$ cat src/rtl/key_press_classifier.sv
// key_press_classifier
//
// Front end for the push button that drives the clock state machine.
// The raw button level is brought into the clk domain by a 2-FF
// synchroniser. Presses and releases are both debounced, and each press is
// then classified as short or long:
//   - key_short pulses for one cycle when a press is released before the
//     long threshold is reached.
//   - key_long pulses for one cycle as soon as the debounced hold time
//     reaches the threshold. A press that has fired key_long never
//     produces key_short.
//
// Ports
//   clk          system clock, all logic on posedge
//   rst          synchronous, active-high reset
//   key_raw      asynchronous, bouncing button level
//   key_short    one-cycle pulse, short press completed
//   key_long     one-cycle pulse, long threshold reached
//   key_pressed  debounced press level (debug/LED)
//   state        current FSM state code (debug)
//
// States
//   state      | code | meaning
//   IDLE       | 0    | no press, waiting for key_s = 1
//   DB_PRESS   | 1    | counting stable pressed samples
//   PRESSED    | 2    | press accepted, counting hold time
//   LONG_HELD  | 3    | long pulse already issued, waiting for release
//   DB_RELEASE | 4    | counting stable released samples
//   (codes 5-7 are illegal and return to IDLE)

module key_press_classifier #(
    parameter int DEBOUNCE_CYCLES = 500000,
    parameter int LONG_CYCLES     = 50000000,
    parameter bit KEY_ACTIVE_LOW  = 1'b1
) (
    input  logic       clk,
    input  logic       rst,
    input  logic       key_raw,
    output logic       key_short,
    output logic       key_long,
    output logic       key_pressed,
    output logic [2:0] state
);

    // Counters only ever hold 0 .. LIMIT-1, because the terminal compare
    // always leaves the counting state.
    localparam int CNT_W  = (DEBOUNCE_CYCLES > 1) ? $clog2(DEBOUNCE_CYCLES) : 1;
    localparam int HOLD_W = (LONG_CYCLES > 1) ? $clog2(LONG_CYCLES) : 1;

    localparam logic [CNT_W-1:0]  CNT_ONE   = CNT_W'(1);
    localparam logic [CNT_W-1:0]  CNT_LAST  = CNT_W'(DEBOUNCE_CYCLES - 1);
    localparam logic [HOLD_W-1:0] HOLD_ONE  = HOLD_W'(1);
    localparam logic [HOLD_W-1:0] HOLD_LAST = HOLD_W'(LONG_CYCLES - 1);

    localparam logic RELEASED_LVL = KEY_ACTIVE_LOW ? 1'b1 : 1'b0;

    typedef enum logic [2:0] {
        S_IDLE       = 3'd0,
        S_DB_PRESS   = 3'd1,
        S_PRESSED    = 3'd2,
        S_LONG_HELD  = 3'd3,
        S_DB_RELEASE = 3'd4
    } state_t;

    logic [1:0]        sync_q;
    logic              key_s;

    state_t            state_q, state_n;
    logic [CNT_W-1:0]  cnt_q, cnt_n;
    logic [HOLD_W-1:0] hold_q, hold_n;
    logic              short_pending_q, short_pending_n;
    logic              short_n, long_n, pressed_n;

    // Reset loads the released level so that a reset never looks like a
    // press edge to the FSM.
    always_ff @(posedge clk) begin
        if (rst) begin
            sync_q <= {2{RELEASED_LVL}};
        end else begin
            sync_q <= {sync_q[0], key_raw};
        end
    end

    assign key_s = KEY_ACTIVE_LOW ? ~sync_q[1] : sync_q[1];

    always_comb begin
        state_n         = state_q;
        cnt_n           = cnt_q;
        hold_n          = hold_q;
        short_pending_n = short_pending_q;
        short_n         = 1'b0;
        long_n          = 1'b0;

        case (state_q)
            S_IDLE: begin
                if (key_s) begin
                    state_n = S_DB_PRESS;
                    cnt_n   = CNT_ONE;
                end
            end

            S_DB_PRESS: begin
                if (!key_s) begin
                    state_n = S_IDLE;
                end else if (cnt_q == CNT_LAST) begin
                    state_n = S_PRESSED;
                    hold_n  = HOLD_ONE;
                end else begin
                    cnt_n = cnt_q + CNT_ONE;
                end
            end

            // A release on the same edge as the threshold wins: the press
            // never became long.
            S_PRESSED: begin
                if (!key_s) begin
                    state_n         = S_DB_RELEASE;
                    cnt_n           = CNT_ONE;
                    short_pending_n = 1'b1;
                end else if (hold_q == HOLD_LAST) begin
                    state_n = S_LONG_HELD;
                    long_n  = 1'b1;
                end else begin
                    hold_n = hold_q + HOLD_ONE;
                end
            end

            S_LONG_HELD: begin
                if (!key_s) begin
                    state_n         = S_DB_RELEASE;
                    cnt_n           = CNT_ONE;
                    short_pending_n = 1'b0;
                end
            end

            // A release glitch returns to where it came from; hold is left
            // untouched so the press keeps its accumulated time.
            S_DB_RELEASE: begin
                if (key_s) begin
                    state_n = short_pending_q ? S_PRESSED : S_LONG_HELD;
                end else if (cnt_q == CNT_LAST) begin
                    state_n = S_IDLE;
                    short_n = short_pending_q;
                end else begin
                    cnt_n = cnt_q + CNT_ONE;
                end
            end

            default: begin
                state_n = S_IDLE;
            end
        endcase

        pressed_n = (state_n == S_PRESSED) || (state_n == S_LONG_HELD) ||
                    (state_n == S_DB_RELEASE);
    end

    always_ff @(posedge clk) begin
        if (rst) begin
            state_q         <= S_IDLE;
            cnt_q           <= '0;
            hold_q          <= '0;
            short_pending_q <= 1'b0;
            key_short       <= 1'b0;
            key_long        <= 1'b0;
            key_pressed     <= 1'b0;
        end else begin
            state_q         <= state_n;
            cnt_q           <= cnt_n;
            hold_q          <= hold_n;
            short_pending_q <= short_pending_n;
            key_short       <= short_n;
            key_long        <= long_n;
            key_pressed     <= pressed_n;
        end
    end

    assign state = state_q;

endmodule

$ cat config.mk
export PLATFORM = sky130hd
export DESIGN_NAME = key_press_classifier
export DESIGN_NICKNAME = d
export VERILOG_FILES = /design/src/rtl/key_press_classifier.sv
export SDC_FILE = /design/constraint.sdc
export NUM_CORES = 1
export LEC_CHECK = 0
export ABC_AREA = 1
export BUFFER_PORTS_ARGS = -buffer_cell sky130_fd_sc_hd__buf_2
export CAP_MARGIN = 40
export CORE_MARGIN = 2
export CORE_UTILIZATION = 50
export DETAILED_ROUTE_END_ITERATION = 6
export PLACE_DENSITY = 0.66
export SYNTH_ARGS = -nofsm -noshare
export SYNTH_HDL_FRONTEND = slang
export SYNTH_SLANG_ARGS = --single-unit
$ cat constraint.sdc
create_clock -name clk -period 2.7 [get_ports clk]
set_clock_uncertainty 0.15 [all_clocks]
set_input_delay 0.135 -clock clk [delete_from_list [all_inputs] [get_ports clk]]
set_output_delay 0.135 -clock clk [all_outputs]
set_load 0.02 [all_outputs]
---- Yosys cells after proc, flatten, opt, wreduce, memory -nomap -nowiden ----
Cells that the tools add are included.
cells by class
  mux-type cells .......................... 25
  bitwise gates (word level) .............. 4
  reductions and logical operators ........ 12
  equal/unequal tests ..................... 18
  $add $sub $neg .......................... 2
operators with widths
  cell                   number
  $mux 26                4
  $mux 19                5
  $pmux 19 s4            1
  $pmux 26 s2            1
  $add 26x1->26 const B  1
  $eq 26x26->1 const B   1
  $mux 3                 8
  $add 19x1->19 const B  1
  $eq 19x19->1 const B   1
  $ne 2x2->1 const B     8
  $pmux 3 s5             1
  $eq 3x2->1 const B     4
  $reduce_and 5->1       2
  $eq 3x3->1 const B     2
  $mux 1                 4
  $not 1->1              4
  $reduce_bool 2->1      2
  $reduce_bool 4->1      1
  $reduce_or 4->1        1
  $eq 3x1->1 const B     1
  $logic_not 3->1        1
  $reduce_and 3->1       1
  $reduce_or 3->1        1
  $logic_or 1x1->1       2
  3 further kinds        3
storage, ports and cells
  flip-flop bits (word level) ............. 54
  bits of input ports ..................... 3
  output and inout port bits .............. 6
  logic and storage cells ................. 69

---- Logic depth before layout (Yosys ltp) ----
Gate-level depths: netlist of the first run.
  depth after elaboration ................. 7
  mapped depth ............................ 12
  gate-level depth less buffers ........... 11

---- Least setup slack after synthesis of the first run ----
Ideal clock, no wire load.
  kind .................................... register -> register
  start point ............................. register cnt_q[0]
  end point ............................... register hold_q[2]
  setup time .............................. 0.140 ns
  arrival ................................. 1.606 ns
  required time ........................... 2.410 ns
  cell stages (with the launch flop) ...... 12
  buffers on the path ..................... 1
  period minus slack after synthesis ...... 1.896 ns
  slack ................................... 0.804 ns
  path through ............................ dfxtp_1 ha_1 nand2_2 nor2_8 nand3_2 nor2_4 nand2_2 nand2_4 nand2_4 buf_6 nand2_1 a21oi_1
between the ends
  word-level cells in the longest chain between the ends .. 3
RTL lines
  item                               RTL line  source
  start: declaration                 69        logic [CNT_W-1:0] cnt_q, cnt_n;
  start signal: assignment           169       cnt_q <= cnt_n;
  $eq 19x19->1                       105       end else if (cnt_q == CNT_LAST) begin
  $ne 2x2->1 (no source line)        --
  $reduce_and 5->1 (no source line)  --
  end signal: assignment             170       hold_q <= hold_n;
  end: declaration                   70        logic [HOLD_W-1:0] hold_q, hold_n;
No other way between the ends.
A chain may end at the register's enable or synchronous reset.

---- Worst setup path in the final report of the first run ----
  start point ............................. register state_q[2], in the netlist state[2]
  end point ............................... register hold_q[15]
between the ends
  word-level cells in the longest chain between the ends .. 3
  elaborated cells between the ends (all ways) .. 9
  classes of those cells .................. eq/ne: 6; mux: 1; reduce/logical: 2
RTL lines
  item                                                                     RTL line  source
  start: declaration                                                       68        state_t state_q, state_n;
  start signal: assignment                                                 168       state_q <= state_n;
  $eq 3x1->1 / $eq 3x2->1 (equally long branches)                          94        case (state_q)
  $ne 2x2->1 (no source line) / $reduce_bool 2->1 (equally long branches)  --
  $reduce_and 5->1 (no source line)                                        --
Several ways; a longest one is shown, not always the timed one.

==> metrics.md, run 1 <==
| Metric | Value |
|---|---|
| Pre-CTS setup slack | 297 ps |
| WS Path Type | flop to flop |
| Leak | 1.14 nW |
| Max Used Layer | met4 |
| Setup crit start kind | flop |
| Sequential-to-total area share from yosys stat | 0.299 |
| WP data arrival | 2430 ps |
| Post-layout min period | 2390 ps |
| Crit end category | flop |
| Number of I/O port buffers | 8 |
| Post-route cell area | 3750 um2 |
| RSZ-0062 raised after global routing | no |
| Die area | 7920 um2 |
| Maximum number of pins on one net before global-route repair | 30 |
| Global-route wire length before repair | 14.3 mm |
| P&R area growth vs syn | 3.84% |
| Diode count | 0 |
| Clock latency on the worst-skew pair | 310 ps |
| Worst-case clock buffer depth | 2 |
| Routed metal-1 wire length | 3.92 mm |
| Avg WL per Cell | 12.2 um |
| Worst EP required | 2740 ps |
| Worst path cell trace | nor2_2 > nand2_4 > inv_2 > nand3_2 > nor2_2 > nor2_2 > nand2_4 > nand2_1 > a21oi_1 |
| Row count | 30 |
| Maximum vdd ir drop | 232 uV |
| Post-synth cell types | 33 |
| Yosys warning total | 0 |
| Final Hold Fails | 0 |
| Final Cycle Share | 0.886 |
| Mapped Nets | 599 |
| Setup total negative slack | 0 ps |
| Share of cells above drive strength 1 | 0.0958 |
| Placed cell area | 3660 um2 |
| Starting Density | 0.523 |
| Max cap viols | 0 |
| Cell Area, Synth | 3610 um2 |
| Type of the tightest min-delay check | input pin to flop |
| Ports | 9 |
| DRC | 0 |
| Crit-path slowest cell | nor2_2 |
| CTS clk-pin slew, worst paths | 100 ps |
| Post-synthesis cell count | 594 |
| Pwr/cell area | 346 nW/um2 |
| Peak Freq | 418 MHz |
| Yosys reg bits | 54 |
| GPL Wtd Cong | 0.893 |
| Area leader, netlist | dfxtp_1 |
| Post-CTS Setup Bufs | 0 |
| CP max FO | 28 |
| # setup viols final | 0 |
| R2R Setup Slk | 310 ps |
| Via density | 5.10 |
| Met3 WL | 184 um |
| Commonest non-fill, non-tap cell in the layout | nand2_1 |
| Die X | 89.0 um |
| DRT Wirelength | 8.46 mm |
| Post-DRT Antenna Nets | 0 |
| Initial antenna violation count | 0 |
| H-tree levels | 2 |
| Global Route Usage Sum | 0.225 |
| Yosys top cell area share | 0.299 |
| Final core utilization | 0.543 |
| Root buf cell | clkbuf_8 |
| Worst-Margin Slew | 663 ps |
| Most used cell, CP | nor2_2 |
| Clock sink count | 54 |
| Worst stage delay on the critical path | 510 ps |
| WL met2 | 4.22 mm |
| Hold_ws | 68.9 ps |
| Total grt overflow | 0 |
| # nets final | 600 |
| Vias in the first global route | 3,140 |
| First-pass DRT Iterations | 5 |
| Max Slew Vio Count | 0 |
| CTS Buf Count | 5 |
| Final Worst Setup Slack | 308 ps |
| Via count | 3,527 |
| Die Y-Extent | 89.0 um |
| Most frequent cells in the layout | nand2_1, nor2_1, dfxtp_1 |
| Initial drt markers | 210 |
| Mean post-synth cell area | 6.08 um2 |
| Worst relative slew slack | 0.558 |
| CTS tree | yes |
| Core area | 6910 um2 |
| Run status | finished, final reports clean |
| Top cells by area, synth | dfxtp_1, nand2_1, nor2_1 |
| Detailed Place HPWL | 6.22 mm |
==> worst paths after layout <==
| kind | from | endpoint | cells past startpoint |
|---|---|---|---|
| max | state[2]$_SDFF_PP0_ | hold_q[15]$_SDFFE_PP0P_ | 9 |
| min | rst | cnt_q[13]$_SDFFE_PP0P_ | 2 |
| max reg2reg | state[2]$_SDFF_PP0_ | hold_q[15]$_SDFFE_PP0P_ | 9 |
| min reg2reg | sync_q[0]$_SDFF_PP1_ | sync_q[1]$_SDFF_PP1_ | 1 |
==> critical path, delay by kind of cell, from the launching register on <==
kind	cells	cell delay, ps
and+or+nand+nor	7	1490
DFF	1	420
AOI/OAI and AO/OA	1	70
buffers and inverters	1	120
==> timing repair <==
item                       4_1_cts  5_1_grt
hold buffers                     1        0
setup endpoints to repair        0        0
resized for setup                0        0
hold endpoints to repair         1        0
==> metrics by stage <==
stage	std cells	total power [mW]
2_1_floorplan	594	0.866
3_3_place_gp	683	0.875
3_5_place_dp	683	0.875
4_1_cts	691	1.32
5_1_grt	691	1.35
6_report	691	1.30
==> synthesized netlist by cell type <==
cell	instances
nor3_1	5
clkbuf_1	7
o31ai_1	1
nor4_1	1
nor2_8	1
ha_1	2
nor2_4	2
nor3b_1	2
nand2_4	3
inv_1	38
o21bai_1	7
buf_6	5
o21ai_4	1
buf_8	1
nand3b_1	1
xnor2_1	6
inv_2	8
o21ai_0	10
buf_4	3
a21oi_1	40
nor2_1	110
nand3_2	3
nand3_1	41
nand2_2	6
dfxtp_1	54
nor2_2	5
a21oi_2	8
nand4_1	10
nand2_1	200
or2_2	2
buf_2	1
xor2_1	9
o21ai_2	1
==> area by class of cell <==
cell class / instances / area [um2]
sequential: 54 / 1080
timing repair buffer: 11 / 65.1
tap: 96 / 120
clock inverter: 2 / 10.0
inverter: 46 / 173
multi-input combinational: 477 / 2230
clock buffer: 5 / 68.8
fill: 744 / 3150
==> registers in the layout (all words and copies together), names as in the netlist <==
name and count:
key_short 1, short_pending_q 1, key_long 1, cnt_q 19, sync_q 2, hold_q 26
state 3, key_pressed 1
==> metal layers <==
layer	vias up	track usage
met4	0	0.0651
met3	15	0.0277
met2	54	0.414
met5	-	0
li1	1883	-
met1	1575	0.274
==> cells by family (layout without fill, tap and decap cells) <==
logic type               count (synthesis)  count (layout)  share of synthesized area
AO/OA/AOI/OAI                           68              68                      0.112
XOR/XNOR                                15              15                     0.0364
adder cells (fa/ha/maj)                  2               2                    0.00692
buffers and inverters                   63              64                     0.0824
flip-flops                              54              54                      0.299
AND/OR/NAND/NOR                        392             392                      0.463
==> where the power goes <==
group / internal [mW] / leakage, nW / switching (mW)
Clock: 0.175 / 0.0438 / 0.265
Sequential: 0.800 / 0.436 / 0.00451
Combinational: 0.0125 / 0.664 / 0.0403
Total: 0.988 / 1.14 / 0.310
(Power assumes the default switching activity.)
==> inputs of run 2 (changes only) <==
Settings changed: ABC_AREA 1 to default, RECOVER_POWER from default to 25.
==> metrics.md, run 2 <==
| Metric | Value |
|---|---|
| Flop pwr share | 0.532 |
| CTS Buf Count | 5 |
| Most flops, register | hold_q |
| Cell Area, Synth | 2780 um2 |
| CTS clk-pin slew, worst paths | 100 ps |
| Peak Freq | 396 MHz |
| Worst-Margin Slew | 825 ps |
| GPL Wtd Cong | 0.807 |
| Commonest non-fill, non-tap cell in the layout | dfxtp_1 |
| Via density | 6.04 |
| Root buf cell | clkbuf_8 |
| Commonest cells post-synth | dfxtp_1, a21oi_1, nand2_1, nor2_1, clkbuf_1 |
| Launch point of the worst reg-to-reg path | cnt_q[7]$_SDFFE_PP0P_ |
| FF-to-FF path depth | 6 |
| Most frequent cell after synthesis | dfxtp_1 |
| WS Path Type | flop to flop |
| Clock latency on the worst-skew pair | 310 ps |
| Max cap viols | 0 |
| Die area | 6180 um2 |
| Run status | finished, final reports clean |
| Primary FF master, synth | dfxtp_1 |
| Top cells by area, synth | dfxtp_1, a21oi_1, nand2_1 |
| Initial antenna violation count | 0 |
| Final core utilization | 0.574 |
| Setup crit start kind | flop |
| First-pass DRT Iterations | 4 |
| R2R Setup Slk | 180 ps |
| Most frequent cells in the layout | dfxtp_1, a21oi_1, nand2_1 |
| Yosys warning total | 0 |
| Critical Path Start | cnt_q[7]$_SDFFE_PP0P_ |
| Int Pwr | 1.21 mW |
| Gate power share | 0.027 |
| Vias in the first global route | 2,226 |
| Via count | 2,557 |
| RSZ-0062 raised after global routing | no |
| H-tree levels | 2 |
| Ports | 9 |
| Starting Density | 0.512 |
| Global Route Usage Sum | 0.210 |
| # nets final | 355 |
| Fillers | 503 |
| Maximum vdd ir drop | 283 uV |
| Final Cycle Share | 0.935 |
| Die Y-Extent | 78.6 um |
| Worst-case clock buffer depth | 2 |
| DRT Wirelength | 5.97 mm |
| P&R area growth vs syn | 12.2% |
| Crit end category | flop |
| Mapped Nets | 340 |
| Post-synthesis cell count | 335 |
| Leak | 0.979 nW |
| Die X | 78.6 um |
| Post-synth cell types | 50 |
| Asr flop ratio synth | 0 |
| Yosys top cell area share | 0.388 |
| Initial drt markers | 165 |
| CP max FO | 35 |
| Total grt overflow | 0 |
| WP data arrival | 2620 ps |
| Final Hold Fails | 0 |
| Pwr/cell area | 483 nW/um2 |
| Yosys reg bits | 54 |
| Number of I/O port buffers | 8 |
| R2R Path End | hold_q[4]$_SDFFE_PP0P_ |
| Clock share of power | 0.441 |
| Post-CTS Setup Bufs | 0 |
| Diode count | 0 |
| Sequential-to-total area share from yosys stat | 0.388 |
| Share of cells above drive strength 1 | 0.108 |
| Worst relative slew slack | 0.446 |
| Max reg flops | 26 |
| Worst Setup EP | hold_q[4]$_SDFFE_PP0P_ |
| Detailed Place HPWL | 4.17 mm |
| Row count | 27 |
| Post-synth EDFFs | 0 |
| Global-route wire length before repair | 10.4 mm |
| Sequential cell area | 1080 um2 |
| # setup viols final | 0 |
| Avg WL per Cell | 14.1 um |
| CTS tree | yes |
| Area leader, netlist | dfxtp_1 |
| Multi-input logic area | 1600 um2 |
| Worst EP required | 2800 ps |
| Core area | 5440 um2 |
| Post-layout min period | 2520 ps |
| Switching share of total power | 0.199 |
| DRC | 0 |
| Mean post-synth cell area | 8.31 um2 |
| Max Slew Vio Count | 0 |
| Setup total negative slack | 0 ps |
| Type of the tightest min-delay check | input pin to flop |
| Clock sink count | 54 |
| Post-DRT Antenna Nets | 0 |
| Maximum number of pins on one net before global-route repair | 36 |
| Net Switching | 0.300 mW |
-- run 2: cell types whose count changed in the layout (fill, tap and decap cells not counted), sizes merged, moves of 9 or more --
cell   previous run  this run
a21oi            48        31
o31ai             1        10
inv              46         8
xor2              9         0
nor2            118        22
nand2           209        30
or4               0        15
buf              10        20
or3               0         9
nand3            44         9
-- run 2: metrics by stage --
stage | worst slack, ps | total power, mW | instances | cell area [um2] | hold WS, ps
2_1_floorplan | 88.2 | 0.847 | 335 | 2780 | 88.8
3_3_place_gp | 195 | 0.859 | 413 | 2970 | 173
3_5_place_dp | 149 | 0.860 | 414 | 2970 | 172
4_1_cts | 116 | 1.53 | 423 | 3130 | 30.1
5_1_grt | 12.0 | 1.56 | 423 | 3120 | 83.9
6_report | 176 | 1.51 | 423 | 3120 | 33.7
-- run 2: kinds of logic (layout without fill, tap and decap cells) --
group,Yosys count,in the layout,synth area share
xor gates and xnor gates,8,8,0.0252
adders and majority gates,2,2,0.00899
muxes,6,6,0.0216
DFF,54,54,0.388
and+or+nand+nor,144,144,0.300
AOI/OAI and AO/OA,94,94,0.219
buffers and inverters,27,43,0.0373
-- run 2: what timing repair did --
action                                  CTS  global route
hold buffers                              1             0
endpoints found under the setup margin    0             5
gates resized for setup                   0             1
endpoints found under the hold margin     1             0
-- run 2: worst min path at each step --
stage,start,endpoint,depth (start not counted)
after floorplan,key_raw,sync_q[0]$_SDFF_PP1_,1
final,rst,cnt_q[0]$_SDFFE_PP0P_,2
after global placement,key_raw,sync_q[0]$_SDFF_PP1_,2
after global routing,rst,hold_q[0]$_SDFFE_PP0P_,2
after detailed placement,key_raw,sync_q[0]$_SDFF_PP1_,2
after CTS,rst,short_pending_q$_SDFFE_PP0P_,2
-- run 2: power groups by stage --
| stage | sequential, mW | clock (mW) | combinational, mW |
|---|---|---|---|
| 5_1_grt | 0.802 | 0.711 | 0.0467 |
| 4_1_cts | 0.802 | 0.682 | 0.0414 |
| 3_3_place_gp | 0.820 | 0 | 0.0387 |
| 6_report | 0.802 | 0.665 | 0.0409 |
| 3_5_place_dp | 0.820 | 0 | 0.0402 |
| 2_1_floorplan | 0.819 | 0 | 0.0284 |
-- run 2: metal layers --
layer	part of all wire	routed length (um)	vias to the layer above	global-route usage
met1	0.50	2990	1196	0.294
met4	0.014	82	0	0.0667
met5	0	0	-	0
met2	0.44	2630	49	0.321
li1	-	-	1305	-
met3	0.044	260	7	0.0460
-- run 2: area by class of cell --
type,count,share of cell area
multi-input combinational,254,0.512
tap,72,0.0288
timing repair buffer,27,0.0581
sequential,54,0.346
clock buffer,6,0.0264
clock inverter,2,0.0192
inverter,8,0.00962
-- run 2: worst max-delay path, stage by stage (launching register included) --
cell	delay, ps
dfxtp_1	350
or4b_1	570
nor4_4	330
a21oi_2	170
buf_6	220
or4_1	510
a21oi_1	150
